File: src/rtl/johnson_phase_decoder.sv
// Decodes a Johnson counter code into a one-hot/binary phase, checks legality and
// sequencing, tracks lock with a three-state FSM and counts locked revolutions.
module johnson_phase_decoder #(
  parameter int WIDTH = 4,
  parameter int REV_W = 16,
  parameter int IDX_W = $clog2(2*WIDTH)
) (
  input  logic               clk,
  input  logic               reset,
  input  logic [WIDTH-1:0]   count_in,
  input  logic               count_vld,
  input  logic               clear_err,
  output logic [2*WIDTH-1:0] phase_onehot,
  output logic [IDX_W-1:0]   phase_idx,
  output logic               phase_vld,
  output logic               locked,
  output logic               err_illegal,
  output logic               err_seq,
  output logic               err_sticky,
  output logic [REV_W-1:0]   rev_count
);
  localparam int P = 2*WIDTH;

  typedef enum logic [1:0] {S_UNLOCKED, S_ACQUIRE, S_LOCKED} state_t;

  state_t           state_q, state_d;
  logic [IDX_W:0]   run_q, run_d;
  logic [P-1:0]     onehot_q, onehot_d;
  logic [IDX_W-1:0] idx_q, idx_d;
  logic             vld_q, vld_d;
  logic             locked_q, locked_d;
  logic             err_il_q, err_il_d;
  logic             err_seq_q, err_seq_d;
  logic             sticky_q, sticky_d;
  logic [REV_W-1:0] rev_q, rev_d;

  logic             dec_legal;
  logic [IDX_W-1:0] dec_idx;
  logic [IDX_W-1:0] idx_succ;
  logic             in_seq;

  // Code for phase k: k ones from the MSB for k<=WIDTH, else P-k ones from the LSB.
  function automatic logic [WIDTH-1:0] jcode(input int k);
    logic [WIDTH-1:0] ones;
    ones = '1;
    if (k <= WIDTH) jcode = ~(ones >> k);
    else            jcode = ones >> (k - WIDTH);
  endfunction

  always_comb begin
    dec_legal = 1'b0;
    dec_idx   = '0;
    for (int k = 0; k < P; k++) begin
      if (count_in == jcode(k)) begin
        dec_legal = 1'b1;
        dec_idx   = IDX_W'(k);
      end
    end
  end

  // idx_q always holds the last legal phase, so it doubles as the successor anchor.
  assign idx_succ = (idx_q == IDX_W'(P-1)) ? '0 : idx_q + 1'b1;
  assign in_seq   = (dec_idx == idx_succ);

  always_comb begin
    state_d   = state_q;
    run_d     = run_q;
    onehot_d  = onehot_q;
    idx_d     = idx_q;
    vld_d     = vld_q;
    err_il_d  = 1'b0;
    err_seq_d = 1'b0;
    rev_d     = rev_q;
    if (count_vld) begin
      if (!dec_legal) begin
        vld_d    = 1'b0;
        onehot_d = '0;
        err_il_d = 1'b1;
        state_d  = S_UNLOCKED;
        run_d    = '0;
      end else begin
        vld_d    = 1'b1;
        idx_d    = dec_idx;
        onehot_d = {{(P-1){1'b0}}, 1'b1} << dec_idx;
        case (state_q)
          S_UNLOCKED: begin
            state_d = S_ACQUIRE;
            run_d   = '0;
          end
          S_ACQUIRE: begin
            if (in_seq) begin
              run_d = run_q + 1'b1;
              if (run_q == (IDX_W+1)'(P-1)) state_d = S_LOCKED;
            end else begin
              err_seq_d = 1'b1;
              run_d     = '0;
            end
          end
          S_LOCKED: begin
            if (in_seq) begin
              if (idx_q == IDX_W'(P-1)) rev_d = rev_q + 1'b1;
            end else begin
              err_seq_d = 1'b1;
              state_d   = S_ACQUIRE;
              run_d     = '0;
            end
          end
          default: begin
            state_d = S_UNLOCKED;
            run_d   = '0;
          end
        endcase
      end
    end
    locked_d = (state_d == S_LOCKED);
    // A fresh error beats a coincident clear.
    if (err_il_d || err_seq_d) sticky_d = 1'b1;
    else if (clear_err)        sticky_d = 1'b0;
    else                       sticky_d = sticky_q;
  end

  always_ff @(posedge clk) begin
    if (reset) begin
      state_q   <= S_UNLOCKED;
      run_q     <= '0;
      onehot_q  <= '0;
      idx_q     <= '0;
      vld_q     <= 1'b0;
      locked_q  <= 1'b0;
      err_il_q  <= 1'b0;
      err_seq_q <= 1'b0;
      sticky_q  <= 1'b0;
      rev_q     <= '0;
    end else begin
      state_q   <= state_d;
      run_q     <= run_d;
      onehot_q  <= onehot_d;
      idx_q     <= idx_d;
      vld_q     <= vld_d;
      locked_q  <= locked_d;
      err_il_q  <= err_il_d;
      err_seq_q <= err_seq_d;
      sticky_q  <= sticky_d;
      rev_q     <= rev_d;
    end
  end

  assign phase_onehot = onehot_q;
  assign phase_idx    = idx_q;
  assign phase_vld    = vld_q;
  assign locked       = locked_q;
  assign err_illegal  = err_il_q;
  assign err_seq      = err_seq_q;
  assign err_sticky   = sticky_q;
  assign rev_count    = rev_q;

endmodule

File: config.mk
export PLATFORM = sky130hd
export DESIGN_NAME = johnson_phase_decoder
export DESIGN_NICKNAME = d
export VERILOG_FILES = /design/src/rtl/johnson_phase_decoder.sv
export SDC_FILE = /design/constraint.sdc
export NUM_CORES = 1
export LEC_CHECK = 0
export ABC_AREA = 1
export CAP_MARGIN = 20
export CORE_MARGIN = 2
export CORE_UTILIZATION = 60
export CTS_BUF_LIST = sky130_fd_sc_hd__clkbuf_4 sky130_fd_sc_hd__clkbuf_8
export DETAILED_ROUTE_END_ITERATION = 12
export DONT_BUFFER_PORTS = 1
export GPL_TIMING_DRIVEN = 0
export PLACE_DENSITY = 0.76
export SLEW_MARGIN = 10
export SYNTH_ARGS = -nofsm -noshare
export SYNTH_HDL_FRONTEND = slang
export SYNTH_SLANG_ARGS = --single-unit
File: constraint.sdc
create_clock -name clk -period 2.4 [get_ports clk]
set_input_delay 0.24 -clock clk [delete_from_list [all_inputs] [get_ports clk]]
set_output_delay 0.24 -clock clk [all_outputs]
set_load 0.005 [all_outputs]
==> results of run 1 <==
worst max-delay path: stages (launching register included):
cell and delay, ps:
dfxtp_1 360, ha_1 200, ha_1 220, inv_1 90, nand2_1 60, nand3b_1 150, nand2_1 110, nor2_4 60
nand2_4 90, clkinv_4 70, nand3_1 120, nand2_2 110, o21ai_1 260, nor2_1 80
cell families after synthesis:
| logic type | count (synthesis) | share of synthesized area |
|---|---|---|
| adders and majority gates | 8 | 0.0476 |
| DFF | 38 | 0.362 |
| buffers and inverters | 49 | 0.100 |
| and+or+nand+nor | 150 | 0.328 |
| AOI/OAI and AO/OA | 47 | 0.117 |
| xor gates and xnor gates | 11 | 0.0459 |
power by group through the flow:
| stage | Clock [mW] | Sequential [mW] | Combinational [mW] |
|---|---|---|---|
| 4_1_cts | 0.376 | 0.663 | 0.126 |
| 2_1_floorplan | 0 | 0.673 | 0.104 |
| 3_3_place_gp | 0 | 0.677 | 0.123 |
| 6_report | 0.365 | 0.663 | 0.125 |
| 5_1_grt | 0.401 | 0.666 | 0.146 |
| 3_5_place_dp | 0 | 0.677 | 0.126 |
path summary, 6_finish.rpt:
check | endpoint | start | cells past startpoint
setup / recovery | run_q[3] | phase_idx[0] | 13
hold / removal | phase_onehot[0] | count_in[1] | 3
setup reg to reg | run_q[3] | phase_idx[0] | 13
hold reg to reg | rev_count[13] | rev_count[13] | 2
per-layer routing:
| metal | vias up | wire length [µm] | track usage |
|---|---|---|---|
| li1 | 984 | - | - |
| met4 | 0 | 105 | 0.114 |
| met1 | 825 | 1840 | 0.254 |
| met2 | 40 | 2240 | 0.468 |
| met3 | 10 | 228 | 0.0804 |
| met5 | - | 0 | 0 |
layout by cell type (no fill, tap or decap), drive strengths merged, types with 3 or more instances in the layout:
master	Yosys	routed
a21oi	26	26
buf	3	3
clkbuf	5	12
clkinv	2	3
dfxtp	38	38
ha	8	8
inv	39	39
nand2	80	80
nand3	16	16
nand4	4	4
nor2	36	36
nor3	9	9
nor4	3	3
o21ai	18	18
xnor2	5	5
xor2	6	6
flip-flops by register name, summed over array words and instances, names as in the netlist:
register / flops
run_q: 4
state_q: 2
err_sticky: 1
rev_count: 16
locked: 1
err_seq: 1
err_illegal: 1
phase_onehot: 8
phase_vld: 1
phase_idx: 3
through the flow:
| stage | utilization | cell area (µm²) | hold slack, ps | std cells |
|---|---|---|---|---|
| after floorplan | - | 2100 | 409 | 303 |
| after global placement | 0.647 | 2160 | 426 | 349 |
| after detailed placement | 0.647 | 2160 | 432 | 349 |
| after CTS | 0.666 | 2220 | 49.2 | 357 |
| after global routing | 0.666 | 2220 | 56.5 | 357 |
| final | 0.666 | 2220 | 65.0 | 357 |
area by class of cell:
type | count | area [µm²] | share of cell area
clock buffer | 7 | 58.8 | 0.0265
clock inverter | 1 | 5.00 | 0.00225
sequential | 38 | 761 | 0.342
multi-input combinational | 216 | 1130 | 0.508
tap | 46 | 57.6 | 0.0259
inverter | 41 | 161 | 0.0726
buffer | 8 | 48.8 | 0.0220
==> results.cfg, run 1 <==
[run_status]
outcome = finished, final reports clean

[yosys]
ys_top_cells_by_area = dfxtp_1 36%, nand2_1 13%, inv_1 6.3%, a21oi_1 6.2%, nor2_1 5.5%
synth-seq-cells = 38
syn-instance-count = 303
avgSynthCellArea_um2 = 6.93
yosys_warnings = 0
yosysMostFrequentCell = nand2_1
synth_commonest_cells = 73 x nand2_1, 38 x dfxtp_1, 35 x inv_1
synth_edf_count = 0
yosys.area.top_type = dfxtp_1
yosysSeqAreaShare = 0.362
synthArstFlopShare = 0
synth_area_mm2 = 0.00210
ys_types = 31
syn_nets = 319
synthFlopType = dfxtp_1
synth_top_area_frac = 0.362

[placed_design]
post-place-ws_ps = 297
dp.final_hpwl_um = 3390
port-buffer-count = 0
gp_congestion = 0.916

[timing]
relSlewSlack = 0.652
slew_viol_final = 0
period_needed_ps = 2090
setup_slack_ps = 311
setup_viol = 0
hold_violations = 0
setup_tns_ps = 0
period_share = 0.870
fmaxAchievable_mhz = 479
rsz0062_at_grt = no
tightest_slew_ps = 517
finalClockSkew_ps = 6.81

[clock_network]
cts_tree = yes
postCtsSetupRepairBufs = 0
cts_buffers = 5
cts_root_buf = clkbuf_4
clockBufferDepth = 2
clock_latency_ps = 350
clk_pin_slew_worst_paths_ps = 110
post_cts_resized = 0
h-tree-depth = 2
hold_buffers = 0
cts.sinks = 38

[critical_path]
worstSetupPathType = reg -> reg
crit_arrival_ps = 2330
required_ps = 2650
critPathMaxFanout = 6
start_kind = flip-flop
regToRegSetupSlack_ps = 310
critPathCaptureType = flip-flop

[cells_and_area]
antenna_cells = 0
final_nets = 326
syn_to_final_growth_pct = 5.78
fillCellCount = 310
drive_above_1_share = 0.103

[routing]
routedWlPerCell_um = 12.4
drt_iter0_drc = 114
num_vias = 1859
antenna_left = 0
via_per_inst = 5.21
first_pass_iters = 4
post-route-drc-count = 0
routed_wl_um = 4410

[hold_path]
hold_class = in -> reg

[pwr]
peakVddDrop_uv = 334
power_frac_clock = 0.317
combPwrFrac = 0.109
p_int_uw = 842
p_sw_frac = 0.269
p_per_area_mw_per_mm2 = 519
power_leakage_nw = 0.904
p_total_mw = 1.15
power.share.sequential = 0.575
power.switching_uw = 310

[global_route]
grt_max_degree = 12
gr-total-overflow = 0
antenna_found_initial = 0
grt_usage = 0.252
grt_pass1_wl_um = 7910
first_global_vias = 1858

[run]
cap_violations = 0

[floorplanning]
start_util = 0.630
die_area_mm2 = 0.00399
io_pins = 40
fp.coreArea_mm2 = 0.00334
die_x_um = 63.2
num_rows = 21
die_h_um = 63.2
No activity file was read; power rests on OpenSTA's default activity.
==> inputs of run 2 (changes only) <==
--- a/config.mk
+++ b/config.mk
@@ -7,13 +7,14 @@
 export LEC_CHECK = 0
 export ABC_AREA = 1
 export CAP_MARGIN = 20
-export CORE_MARGIN = 2
+export CORE_MARGIN = 8
 export CORE_UTILIZATION = 60
 export CTS_BUF_LIST = sky130_fd_sc_hd__clkbuf_4 sky130_fd_sc_hd__clkbuf_8
 export DETAILED_ROUTE_END_ITERATION = 12
 export DONT_BUFFER_PORTS = 1
 export GPL_TIMING_DRIVEN = 0
 export PLACE_DENSITY = 0.76
+export RECOVER_POWER = 100
 export SLEW_MARGIN = 10
 export SYNTH_ARGS = -nofsm -noshare
 export SYNTH_HDL_FRONTEND = slang
==> constraint.sdc (replaced) <==
create_clock -name clk -period 2.4 [get_ports clk]
set_input_delay 0.12 -clock clk [delete_from_list [all_inputs] [get_ports clk]]
set_output_delay 0.12 -clock clk [all_outputs]
set_load 0.005 [all_outputs]
==> run 2 against run 1 <==
Against the previous run: critical path type is now in -> reg; routed wire length increased by 9.0%; clock skew increased by 8.6 ps; register-to-register slack improved by 50 ps; global-route usage decreased by 6.5 points; sequential power about the same; setup slack got worse by 130 ps; maximum frequency decreased by 5.8%; cell count increased by 2.2%; sequential share of layout area decreased by 1.4 points; combinational power increased by 6%; first-iteration DRC count increased by 16%; largest cell class unchanged; hold slack got worse by 27 ps.
==> results.cfg, run 2 (same netlist as run 1, synthesis figures left out) <==
[cells_and_area]
multiInputGateArea_mm2 = 0.00110
final_nets = 334
most-common-layout-cells = 76 x nand2_1, 38 x dfxtp_1, 37 x inv_1
antenna_cells = 0
postLayoutCellArea_mm2 = 0.00232
largest_reg_flops = 16
drive_above_1_share = 0.0721
fillCellCount = 314
final_common_cell = nand2_1
syn_to_final_growth_pct = 10.3
regArea_um2 = 761

[clock_network]
cts_buffers = 5
h-tree-depth = 2
post_cts_resized = 0
clockBufferDepth = 2
hold_buffers = 8
cts_root_buf = clkbuf_4
cts.sinks = 38
clk_pin_slew_worst_paths_ps = 120
postCtsSetupRepairBufs = 0
clock_latency_ps = 360
cts_tree = yes

[critical_path]
critPathMaxFanout = 10
path_buf_inv = 5
regToRegSetupSlack_ps = 360
critPathCaptureType = flip-flop
crit_chain = dlygate4sd3_1 > nor2_1 > dlygate4sd3_1 > nand2_1 > nand4_1 > nand2_1 > nand2_2 > nand2_4 > clkinv_4 > nand4_1 > buf_6 > buf_6 > nor3_2 > nor2_1
crit_arrival_ps = 2480
r2r_end = run_q[1]
r2r_start = phase_idx[0]
start_kind = input pin
crit_cells = 14
cp_slowest_cell = dlygate4sd3_1
crit_start = count_in[1]
endpoint = rev_count[3]
max_stage_delay_ps = 590
reg2regPathDepth = 13
worstSetupPathType = in -> reg
critPathTopFamily = buffers and inverters
required_ps = 2670

[floorplanning]
die_h_um = 75.2
die_x_um = 75.2
num_rows = 21
fp.coreArea_mm2 = 0.00336
die_area_mm2 = 0.00565
start_util = 0.625
io_pins = 40

[timing]
tightest_slew_ps = 525
period_needed_ps = 2220
rsz0062_at_grt = no
setup_viol = 0
period_share = 0.924
relSlewSlack = 0.647
finalClockSkew_ps = 15.4
hold_violations = 0
slew_viol_final = 0
fmaxAchievable_mhz = 451
setup_tns_ps = 0

[global_route]
grt_pass1_wl_um = 8260
antenna_found_initial = 0
grt_max_degree = 13
grt_usage = 0.187
gr-total-overflow = 0
first_global_vias = 1917

[routing]
antenna_left = 0
routed_wl_um = 4810
drt_iter0_drc = 132
routedWlPerCell_um = 13.2
num_vias = 1971
first_pass_iters = 4
via_per_inst = 5.40
post-route-drc-count = 0

[placed_design]
port-buffer-count = 0
place_area_mm2 = 0.00216
dp.final_hpwl_um = 3710
gp_congestion = 0.866

[pwr]
power_leakage_nw = 0.941
peakVddDrop_uv = 464
p_per_area_mw_per_mm2 = 592

[hold_path]
hold_class = in -> reg
min_from = count_in[0]

[run_status]
outcome = finished, final reports clean

[run]
cap_violations = 0
==> run 2: changes by cell type in the layout (fill, tap and decap cells not counted), sizes merged <==
cell / change
dlygate4sd3: +8
clkbuf: -1
clkinv: -1
bufinv: +2
==> run 2: metrics by stage <==
stage               utilization  power (mW)  hold slack [ps]  std cells  setup slack, ps
floorplan                     -       0.777              289        303              554
global placement          0.642       0.801              305        349              352
detailed placement        0.642       0.806              307        349              358
CTS                       0.699        1.39             4.18        365              292
global route              0.689        1.43             34.2        365             56.7
finish                    0.689        1.37             38.5        365              182
==> run 2: where the power goes <==
group	total, mW	internal, mW	switching [mW]
combinational	0.133	0.0475	0.0856
clock	0.576	0.353	0.223
sequential	0.664	0.648	0.0160
total	1.37	1.05	0.324
==> run 2: worst min-delay path by stage <==
stage,to,slack [ps],cells past startpoint
floorplan,phase_onehot[0],290,3
global placement,phase_onehot[0],300,3
detailed placement,phase_onehot[0],310,3
CTS,phase_onehot[7],4,3
global route,phase_idx[1],30,3
finish,phase_idx[1],40,3
==> run 2: final cells by class <==
cell class | count | area share
clock inverter | 2 | 0.0259
sequential | 38 | 0.328
inverter | 41 | 0.0697
timing repair buffer | 8 | 0.0346
buffer | 8 | 0.0211
clock buffer | 6 | 0.0221
tap | 46 | 0.0248
multi-input combinational | 216 | 0.474
==> run 2: worst min-delay path, delay by kind of cell <==
family / cells / cell delay [ps]
and+or+nand+nor: 1 / 110
AOI/OAI and AO/OA: 1 / 90
buffers and inverters: 1 / 30
==> run 2: layer usage <==
metal | wire (µm) | track usage | vias up | share of wire
li1 | - | - | 997 | -
met3 | 369 | 0.0679 | 10 | 0.077
met2 | 2460 | 0.334 | 58 | 0.51
met1 | 1890 | 0.192 | 906 | 0.39
met4 | 89 | 0.0789 | 0 | 0.019
met5 | 0 | 0 | - | 0
==> inputs of run 3 (changes only) <==
--- a/config.mk
+++ b/config.mk
@@ -6,14 +6,14 @@
 export NUM_CORES = 1
 export LEC_CHECK = 0
 export ABC_AREA = 1
+export BUFFER_PORTS_ARGS = -buffer_cell sky130_fd_sc_hd__buf_4
 export CAP_MARGIN = 20
 export CORE_MARGIN = 8
-export CORE_UTILIZATION = 60
+export CORE_UTILIZATION = 57
 export CTS_BUF_LIST = sky130_fd_sc_hd__clkbuf_4 sky130_fd_sc_hd__clkbuf_8
 export DETAILED_ROUTE_END_ITERATION = 12
-export DONT_BUFFER_PORTS = 1
 export GPL_TIMING_DRIVEN = 0
-export PLACE_DENSITY = 0.76
+export PLACE_DENSITY = 0.82
 export RECOVER_POWER = 100
 export SLEW_MARGIN = 10
 export SYNTH_ARGS = -nofsm -noshare
==> run 3 against run 2 <==
Against the previous run: cell count rose by 8.5%; count of clock-buffer cells in the layout rose by 2; routed wire length fell by 3.6%; hold slack improved by 76 ps; non-clock buffer count rose by 29; sequential share of layout area fell by 2.5 points; sequential power fell by 0.8%; critical path depth did not move; utilization rose by 0.64 points; combinational power rose by 11%; highest routed layer unchanged; critical path type is now reg -> reg; die area rose by 4.1%.
==> results.cfg, run 3 (same netlist as run 1, synthesis figures left out) <==
[run_status]
outcome = finished, final reports clean

[critical_path]
crit_cells = 14
crit_chain = ha_1 > ha_1 > inv_1 > nand2_1 > nand2_1 > nand2_1 > nor2_1 > nand2_4 > clkinv_4 > nand4_1 > buf_6 > buf_6 > nor3_2 > nor2_1
critPathTopFamily = simple AND/OR/NAND/NOR gates
cp_slowest_cell = dfxtp_1
worstSetupPathType = reg -> reg
crit_arrival_ps = 2260
critPathMaxFanout = 10
required_ps = 2590
critPathCaptureType = flip-flop
crit_path_frequent_cell = nand2_1
start_kind = flip-flop
path_buf_inv = 4
reg2regPathDepth = 14
max_stage_delay_ps = 340

[global_route]
first_global_vias = 1973
grt_pass1_wl_um = 8220
gr-total-overflow = 0
grt_usage = 0.164
grt_max_degree = 12
antenna_found_initial = 0

[timing]
relSlewSlack = 0.616
whs_ps = 115
finalClockSkew_ps = 7.76
slew_viol_final = 0
setup_tns_ps = 0
setup_viol = 0
tightest_slew_ps = 571
period_needed_ps = 2070
rsz0062_at_grt = no
fmaxAchievable_mhz = 482
hold_violations = 0
period_share = 0.864

[clock_network]
cts_buffers = 5
clockBufferDepth = 2
postCtsSetupRepairBufs = 0
cts_root_buf = clkbuf_8
cts.sinks = 38
h-tree-depth = 2
hold_buffers = 0
clk_pin_slew_worst_paths_ps = 70
clock_latency_ps = 290
post_cts_resized = 0
cts_tree = yes

[routing]
wl_met2_um = 2360
num_vias = 1975
antenna_left = 0
post-route-drc-count = 0
routed_wl_um = 4640
via_per_inst = 4.99
wl_met1_um = 2000
first_pass_iters = 4
wl_met3_um = 212
top_layer_used = met4
routedWlPerCell_um = 11.7
drt_iter0_drc = 92

[cells_and_area]
post-route-util = 0.695
final_nets = 363
antenna_cells = 0
final_common_cell = nand2_1
largest_reg_flops = 16
drive_above_1_share = 0.172
most-common-layout-cells = 76 x nand2_1, 38 x dfxtp_1, 36 x inv_1
syn_to_final_growth_pct = 19.4

[placed_design]
gp_congestion = 0.868
dp.final_hpwl_um = 3670
port-buffer-count = 37

[pwr]
power_leakage_nw = 1.08
p_per_area_mw_per_mm2 = 521
peakVddDrop_uv = 408

[hold_path]
whs_path_depth = 4
hold_class = in -> reg

[run]
cap_violations = 0

[floorplanning]
die_h_um = 76.7
die_area_mm2 = 0.00588
fp.coreArea_mm2 = 0.00361
io_pins = 40
num_rows = 22
start_util = 0.583
die_x_um = 76.7
run 3: cell types whose count changed in the layout (fill, tap and decap cells not counted), sizes merged:
cell,delta
clkbuf,+34
dlygate4sd3,-8
buf,+5
bufinv,-2
run 3: path summary, 6_finish.rpt:
kind	startpoint	to	slack (ps)
max	phase_idx[0]	rev_count[2]	330
min	clear_err	err_sticky	110
max reg2reg	phase_idx[0]	rev_count[2]	330
min reg2reg	rev_count[13]	rev_count[13]	490
run 3: cell type report:
cell class	count	area (µm²)
Inverter	41	161
Fill cell	331	1100
Timing Repair Buffer	37	274
Sequential cell	38	761
Buffer	8	48.8
Tap cell	48	60.1
Multi-Input combinational cell	216	1090
Clock buffer	8	110
run 3: metrics by stage:
stage	total power [mW]	std cells	instance area, µm²	worst slack, ps
3_5_place_dp	0.833	388	2440	321
3_3_place_gp	0.828	388	2440	344
5_1_grt	1.37	396	2510	30.9
2_1_floorplan	0.777	303	2100	554
4_1_cts	1.33	396	2550	312
6_report	1.31	396	2510	326
run 3: worst register-to-register path: stages, from the launching register on:
cell	delay, ps
dfxtp_1	340
ha_1	200
ha_1	190
inv_1	70
nand2_1	60
nand2_1	60
nand2_1	50
nor2_1	230
nand2_4	110
clkinv_4	70
nand4_1	120
buf_6	180
buf_6	140
nor3_2	100
nor2_1	60
run 3: power breakdown:
group	internal [mW]	switching (mW)	leakage [nW]
Combinational	0.0564	0.0907	0.713
Clock	0.290	0.211	0.0575
Sequential	0.648	0.0113	0.309
run 3: routing by layer:
layer | up-vias | global-route usage
li1 | 1055 | -
met1 | 867 | 0.169
met2 | 47 | 0.304
met3 | 6 | 0.0513
met4 | 0 | 0.0558
met5 | - | 0
